File: src/rtl/mips_muldiv_pkg.sv
// Shared definitions for the iterative multiply/divide unit.
// Op encodings, FSM states and the divide-by-zero quotient.
package mips_muldiv_pkg;

  localparam logic [2:0] OP_MULT  = 3'd0;
  localparam logic [2:0] OP_MULTU = 3'd1;
  localparam logic [2:0] OP_DIV   = 3'd2;
  localparam logic [2:0] OP_DIVU  = 3'd3;
  localparam logic [2:0] OP_MFHI  = 3'd4;
  localparam logic [2:0] OP_MFLO  = 3'd5;
  localparam logic [2:0] OP_MTHI  = 3'd6;
  localparam logic [2:0] OP_MTLO  = 3'd7;

  typedef enum logic [1:0] {
    IDLE,
    CALC,
    FIX
  } state_t;

  localparam logic [63:0] DIV0_QUOT = '1;

endpackage

File: src/rtl/muldiv_step.sv
// One iteration of the mul/div datapath: shift-add multiply or
// restoring shift-subtract divide (acc = remainder, mplier = quotient).
module muldiv_step
  import mips_muldiv_pkg::*;
#(
  parameter int WIDTH = 32
) (
  input  logic                 is_div,
  input  logic [2*WIDTH-1:0]   acc,
  input  logic [2*WIDTH-1:0]   mcand,
  input  logic [WIDTH-1:0]     mplier,
  output logic [2*WIDTH-1:0]   acc_n,
  output logic [2*WIDTH-1:0]   mcand_n,
  output logic [WIDTH-1:0]     mplier_n
);

  logic [WIDTH:0] shifted;
  logic [WIDTH:0] diff;

  assign shifted = {acc[WIDTH-1:0], mplier[WIDTH-1]};
  assign diff    = shifted - {1'b0, mcand[WIDTH-1:0]};

  always_comb begin
    acc_n    = acc;
    mcand_n  = mcand;
    mplier_n = mplier;
    if (is_div) begin
      acc_n    = {{WIDTH{1'b0}},
                  diff[WIDTH] ? shifted[WIDTH-1:0]
                              : diff[WIDTH-1:0]};
      mplier_n = {mplier[WIDTH-2:0], ~diff[WIDTH]};
    end else begin
      if (mplier[0])
        acc_n = acc + mcand;
      mcand_n  = mcand << 1;
      mplier_n = mplier >> 1;
    end
  end

endmodule

File: src/rtl/muldiv_unit.sv
// EX-stage iterative mul/div unit owning HI/LO; drives ALU_stall.
// Optional MULDIV_EARLY_OUT_EN: multiply iterates only over |src_b| bits.
module muldiv_unit
  import mips_muldiv_pkg::*;
#(
  parameter int WIDTH = 32,
  parameter int CNT_W = 6
) (
  input  logic             clk_i,
  input  logic             rst_i,
  input  logic             valid_i,
  input  logic [2:0]       op_i,
  input  logic [WIDTH-1:0] src_a_i,
  input  logic [WIDTH-1:0] src_b_i,
  input  logic             abort_i,
  output logic [WIDTH-1:0] result_o,
  output logic             busy_o,
  output logic             alu_stall_o
);

  localparam int W2 = 2 * WIDTH;

  state_t           state;
  logic [CNT_W-1:0] cnt;
  logic [W2-1:0]    acc;
  logic [W2-1:0]    mcand;
  logic [WIDTH-1:0] mplier;
  logic [WIDTH-1:0] hi;
  logic [WIDTH-1:0] lo;
  logic             is_div;
  logic             neg_q;
  logic             neg_r;
  logic             div0;

  logic [W2-1:0]    acc_n;
  logic [W2-1:0]    mcand_n;
  logic [WIDTH-1:0] mplier_n;

  logic             is_sgn;
  logic             a_neg;
  logic             b_neg;
  logic [WIDTH-1:0] abs_a;
  logic [WIDTH-1:0] abs_b;
  logic             go;
  logic             start;
  logic [CNT_W-1:0] cnt_init;
  logic [W2-1:0]    prod;
  logic [WIDTH-1:0] q_fix;
  logic [WIDTH-1:0] r_fix;

  assign busy_o      = (state != IDLE);
  assign alu_stall_o = busy_o & valid_i & ~abort_i;

  assign is_sgn = (op_i == OP_MULT) || (op_i == OP_DIV);
  assign a_neg  = is_sgn & src_a_i[WIDTH-1];
  assign b_neg  = is_sgn & src_b_i[WIDTH-1];
  assign abs_a  = a_neg ? -src_a_i : src_a_i;
  assign abs_b  = b_neg ? -src_b_i : src_b_i;
  assign go     = valid_i & ~abort_i & ~busy_o;
  assign start  = go & ~op_i[2];

`ifdef MULDIV_EARLY_OUT_EN
  logic [CNT_W-1:0] len;

  always_comb begin
    len = CNT_W'(1);
    for (int i = 1; i < WIDTH; i++)
      if (abs_b[i])
        len = CNT_W'(i + 1);
  end

  assign cnt_init = op_i[1] ? CNT_W'(WIDTH) : len;
`else
  assign cnt_init = CNT_W'(WIDTH);
`endif

  assign prod  = neg_q ? -acc : acc;
  assign q_fix = neg_q ? -mplier : mplier;
  assign r_fix = neg_r ? -acc[WIDTH-1:0] : acc[WIDTH-1:0];

  muldiv_step #(
    .WIDTH(WIDTH)
  ) u_step (
    .is_div   (is_div),
    .acc      (acc),
    .mcand    (mcand),
    .mplier   (mplier),
    .acc_n    (acc_n),
    .mcand_n  (mcand_n),
    .mplier_n (mplier_n)
  );

  always_comb begin
    result_o = '0;
    if (valid_i && !busy_o) begin
      unique case (1'b1)
        (op_i == OP_MFHI): result_o = hi;
        (op_i == OP_MFLO): result_o = lo;
        default:           result_o = '0;
      endcase
    end
  end

  always_ff @(posedge clk_i) begin
    if (!rst_i) begin
      state  <= IDLE;
      cnt    <= '0;
      acc    <= '0;
      mcand  <= '0;
      mplier <= '0;
      hi     <= '0;
      lo     <= '0;
      is_div <= 1'b0;
      neg_q  <= 1'b0;
      neg_r  <= 1'b0;
      div0   <= 1'b0;
    end else begin
      unique case (state)
        IDLE: begin
          if (start) begin
            // divide: mplier carries dividend in, quotient out
            is_div <= op_i[1];
            neg_q  <= a_neg ^ b_neg;
            neg_r  <= a_neg;
            div0   <= (src_b_i == '0);
            acc    <= '0;
            mcand  <= {{WIDTH{1'b0}},
                       op_i[1] ? abs_b : abs_a};
            mplier <= op_i[1] ? abs_a : abs_b;
            cnt    <= cnt_init;
            state  <= CALC;
          end else if (go && op_i == OP_MTHI) begin
            hi <= src_a_i;
          end else if (go && op_i == OP_MTLO) begin
            lo <= src_a_i;
          end
        end
        CALC: begin
          acc    <= acc_n;
          mcand  <= mcand_n;
          mplier <= mplier_n;
          cnt    <= cnt - 1'b1;
          if (cnt == CNT_W'(1))
            state <= FIX;
        end
        FIX: begin
          if (is_div) begin
            lo <= div0 ? DIV0_QUOT[WIDTH-1:0] : q_fix;
            hi <= r_fix;
          end else begin
            hi <= prod[W2-1:WIDTH];
            lo <= prod[WIDTH-1:0];
          end
          state <= IDLE;
        end
        default: state <= IDLE;
      endcase
    end
  end

endmodule

File: config.mk
export PLATFORM = sky130hd
export DESIGN_NAME = muldiv_unit
export DESIGN_NICKNAME = d
export VERILOG_FILES = /design/src/rtl/mips_muldiv_pkg.sv /design/src/rtl/muldiv_step.sv /design/src/rtl/muldiv_unit.sv
export SDC_FILE = /design/constraint.sdc
export NUM_CORES = 1
export LEC_CHECK = 0
export ABC_AREA = 1
export ABC_CLOCK_PERIOD_IN_PS = 7200
export BUFFER_PORTS_ARGS = -buffer_cell sky130_fd_sc_hd__buf_2
export CORE_UTILIZATION = 35
export CTS_CLUSTER_SIZE = 24
export DETAILED_ROUTE_END_ITERATION = 8
export PLACE_DENSITY = 0.55
export SLEW_MARGIN = 20
export SYNTH_ARGS = -nofsm -noshare
export SYNTH_HDL_FRONTEND = slang
export SYNTH_SLANG_ARGS = --single-unit
File: constraint.sdc
create_clock -name clk_i -period 7.2 [get_ports clk_i]
set_input_delay 1.44 -clock clk_i [delete_from_list [all_inputs] [get_ports clk_i]]
set_output_delay 1.44 -clock clk_i [all_outputs]
set_load 0.005 [all_outputs]
After elaboration in Yosys (flattened, before gate mapping)
Cells that the tools add are included.

Add/sub/neg operators: 8. Equal/unequal tests: 16. Muxes and demuxes: 35. Bitwise operators: 12. Reductions and logical operators: 18.

Operators with widths (number): $mux 32 (18); $mux 64 (6); $pmux 32 s2 (4); $pmux 64 s2 (2); $neg 32->32 (4); $add 64x64->64 (1); $neg 64->64 (1); $sub 33x32->33 (1); $logic_not 32->1 (1); $ne 2x2->1 const B (7); $eq 3x3->1 const B (4); $pmux 6 s2 (1); $reduce_and 3->1 (3); $and 1x1->1 (7); $eq 6x1->1 const B (1); $mux 6 (1); $reduce_and 2->1 (3); $reduce_bool 2->1 (3); $sub 6x1->6 const B (1); $mux 2 (2); $not 1->1 (4); $pmux 2 s2 (1); $reduce_and 4->1 (1); $eq 3x2->1 const B (1); 9 further kinds (11).

Flip-flop bits (word level): 236. Bits of input ports: 71. Output and inout bits: 34. Word-level logic and storage cells: 100.

Depth between registers and ports, before layout
Word-level depth: 8. Depth in mapped cells: 19. Gate-level depth less buffers: 19.

Hierarchy
From an unflattened synthesis, not the netlist that was laid out.

Cells, all modules: 5249. Area, all modules: 27612.7 um^2.

Modules (own cells, without submodules): muldiv_unit (times used 1, cells each 2767, area each 16495.8 um^2, seq. area each 4724.5 um^2); muldiv_step (times used 1, cells each 2482, area each 11116.9 um^2, seq. area each 0.0 um^2).

Worst setup path after synthesis
Ideal clock, no wire load.

Path type: input to output. From: in op_i[1]. To: out result_o[10]. Arrival time: 2.601 ns. Required time: 5.760 ns. Slack: 3.159 ns. Stages on the path: 6. Path buffers: 3. Path through: inv_1 clkbuf_1 clkbuf_1 buf_1 nand4_1 a21oi_1.

Cells in the longest elaborated chain, start to end: 3. Elaborated cells between the ends (all ways): 4. Those cells by class: eq/ne (2); mux (2).

RTL lines: start: declaration (RTL line muldiv_unit.sv:12) `input logic [2:0] op_i,`; $eq 3x3->1 (on tied branches) (RTL line muldiv_unit.sv:98, muldiv_unit.sv:97); $pmux 32 s2 (*) (RTL line muldiv_unit.sv:96) `unique case (1'b1)`; $mux 32 (*) (RTL line muldiv_unit.sv:95) `if (valid_i && !busy_o) begin`; end: declaration (RTL line muldiv_unit.sv:16) `output logic [WIDTH-1:0] result_o,`.

Mark *: on every way between the ends. The rest lies on a longest branch, timed or not.

Worst setup path in the final report
From: in op_i[1]. To: out result_o[8].

The elaborated chain is that of the path after synthesis.

==> results by group <==
Timing
  • Final setup violation count: 0
  • Tmin final: 4.97 ns
  • Relative slew slack: around 29%
  • Crit path setup slack, layout: 2.23 ns
  • Worst Tran Pin Value: ~1.1 ns
  • Layout Skew: about 0.028 ns
  • RSZ-0062 raised after global routing: no
  • Final TNS setup: 0 ns
  • Fin. max-slew vios: 0
  • Final period util: 69.0%
  • Max frequency: ~200 MHz
  • Final Hold Violating Endpoints: 0

Floorplanning
  • Die area: between 70,000 and 80,000 sq um
  • Effective utilization at floorplan: between 30% and 40%
  • Ports: ~110
  • Die width: between 200 and 300 um
  • Die Ht: ~270 um
  • Placeable Area: 70,100 sq um
  • Core Rows: between 90 and 100

Cells and area
  • Non-filler cells, final: ~5,500
  • FF/Latch Area: ~4700 sq um
  • Share of cells above drive strength 1: ~5.3%
  • Nets: ~4,700
  • Area growth syn-to-layout: 8.54%
  • Multi-input logic area: 17,400 sq um
  • Finished Cell Area: ~27,000 sq um
  • FILL cells: between 8,000 and 9,000
  • Final Util: between 30% and 40%
  • Diodes inserted: 0

Detailed routing
  • DR vias/cell: around 5.5
  • ANT nets after route: 0
  • Initial DRT Pass Iterations: 6
  • Total wire length: 110 mm
  • Initial drt markers: 3,621
  • Via count: ~30,000
  • Routed WL per cell: 20.0 um
  • Drt drc: 0

GRT
  • Total track usage: around 30%
  • First-pass GRT wire length: 164 mm
  • Antenna violations before repair: 2
  • Gr ovfl total: 0
  • Vias in the first global route: ~26,000
  • Largest net degree at the start of global routing: a little over 100

Clock network
  • Post-CTS sizing: 0
  • CTS sink count: between 200 and 250
  • Clock buffer depth: 3
  • Clk slew on worst S/H paths: about 0.070 ns
  • Clock Latency Late Sink: 0.60 ns
  • TritonCTS Buffers: 29
  • H-tree depth: 1
  • Clk Tree Root Cell: clkbuf_16
  • CTS tree: yes
  • Postcts setup bufs: 0
  • CTS Hold Buffers Added: 0

Logic synthesis
  • Top-count cell post-synth: nand2_1
  • Syn_area_per_cell: 5.43 sq um
  • Area contributors post-synth: nand2_1 22%, dfxtp_1 19%, nor2_1 8.7%
  • Post-synthesis net count: ~4,800
  • Post-synth EDFFs: 0
  • YS warnings: 0
  • Ys flop type: dfxtp_1
  • Synth cell count leaders: 1,465 x nand2_1, 574 x nor2_1, 495 x inv_1
  • FFs w/ async S/R, synth: 0%
  • Cell area after synthesis: ~25,000 sq um
  • Seq cells post-synth: about 240
  • Share of the synthesized area in the top cell type: between 20% and 30%
  • Sequential element share of the synthesized area: 19.0%
  • Cell taking the most area after synthesis: nand2_1
  • Synth unique cells: between 40 and 50
  • Gate count of the mapped netlist: ~4,600

Worst hold path
  • Hold_sp: mcand[63]$_SDFFE_PN0P_
  • HP Class: flop to flop
  • Hold Crit Depth: 2
  • Hold path endpoint: mcand[63]$_SDFFE_PN0P_

Setup path
  • Crit start category: input pin
  • Crit end category: output port
  • Reg2Reg Depth: 13
  • Worst EP required: between 5 and 6 ns
  • Worst Setup Path Type: input pin to output port
  • Reg2reg start: state[0]$_SDFFE_PN0P_
  • CP arrival: between 3 and 4 ns
  • Crit Path Max Fanout: between 60 and 70
  • Flop2flop setup slack: approximately 3.3 ns
  • Reg-to-Reg End: mcand[31]$_SDFFE_PN0P_

Placement
  • Placed Cells: approximately 5,500
  • Pre-CTS setup slack: about 2.3 ns
  • Placed Area: 26,000 sq um
  • Post-DP HPWL: a little under 90 mm
  • Port Buffers: 104
  • Gp weighted congestion: between 1 and 1.5

Outcome
  • Status: finished, final reports clean

Flow run
  • Max cap viols: 0

Pwr
  • Total power per unit cell area: around 160 nW/um^2
  • Leakage: roughly 13 nW
  • Max rail drop VDD: just under 200 uV
==> how the worst max path moves through the flow <==
stage | startpoint | to | cells after the start
3_5_place_dp | op_i[1] | hi[17]$_SDFFE_PN0P_ | 10
2_1_floorplan | op_i[1] | result_o[10] | 6
3_3_place_gp | op_i[1] | hi[15]$_SDFFE_PN0P_ | 10
6_report | op_i[1] | result_o[8] | 6
4_1_cts | op_i[1] | result_o[17] | 6
5_1_grt | op_i[1] | result_o[8] | 6
==> cells in the final DEF, fill, tap and decap left out, types with 7 or more instances in the layout <==
| cell | count |
|---|---|
| or2_2 | 9 |
| buf_4 | 26 |
| a31oi_1 | 17 |
| nor2_1 | 572 |
| o211ai_1 | 38 |
| o21ai_1 | 28 |
| nand4_1 | 92 |
| clkinv_2 | 7 |
| a22oi_1 | 16 |
| nor3_1 | 41 |
| nor2_2 | 15 |
| inv_1 | 494 |
| clkbuf_16 | 30 |
| a221oi_1 | 13 |
| buf_2 | 104 |
| o21a_1 | 7 |
| dfxtp_1 | 234 |
| ha_1 | 101 |
| inv_2 | 14 |
| nand3_1 | 335 |
| xor2_1 | 70 |
| o21bai_1 | 21 |
| a21oi_1 | 423 |
| xnor2_1 | 20 |
| nand2_2 | 12 |
| o21ai_0 | 271 |
| nand2_1 | 1465 |
| nand3b_1 | 30 |
==> routing by layer <==
| metal | vias to the layer above | wire, um | track usage (%) |
|---|---|---|---|
| li1 | 14800 | - | - |
| met1 | 13900 | 50300 | 43.9 |
| met2 | 1359 | 46400 | 44.4 |
| met3 | 131 | 10900 | 4.71 |
| met4 | 2 | 2790 | 7.42 |
| met5 | - | 13 | 0 |
==> where the power goes <==
| group | switching (mW) | internal, mW |
|---|---|---|
| registers | 0.0797 | 1.35 |
| clock network | 0.665 | 0.963 |
| logic | 0.823 | 0.326 |
==> area by class of cell <==
class	count	share of cell area [%]
clock buffer	39	3.13
clock inverter	14	0.677
inverter	512	7.12
multi-input combinational	3637	64.5
sequential	236	17.5
tap	940	4.36
timing repair buffer	130	2.65
==> flip-flops by register name (all words and copies together), names as in the netlist <==
| signal | count |
|---|---|
| acc | 64 |
| mcand | 64 |
| hi | 32 |
| lo | 32 |
| mplier | 32 |
| cnt | 6 |
| state | 2 |
| div0 | 1 |
| is_div | 1 |
| neg_q | 1 |
| neg_r | 1 |
==> critical path: stages <==
cell and delay (ns):
buf_2 0.07, buf_4 0.53, clkinv_2 0.84, nand4_1 0.32, a21oi_1 0.11, buf_2 0.16
==> cell families after synthesis <==
kind of cell,Yosys count,share of synthesized area [%]
AOI/OAI and AO/OA,858,18.6
xor gates and xnor gates,90,3.17
adders and majority gates,103,5.24
and+or+nand+nor,2586,42.9
DFF,236,19.0
buffers and inverters,705,11.0
==> per-stage QoR <==
step	total power, mW	hold slack [ns]
finish	4.21	0.480
global route	4.38	0.495
CTS	4.19	0.483
detailed placement	2.57	0.473
global placement	2.57	0.463
floorplan	2.21	0.448
Power figures use the tool's default switching activity.
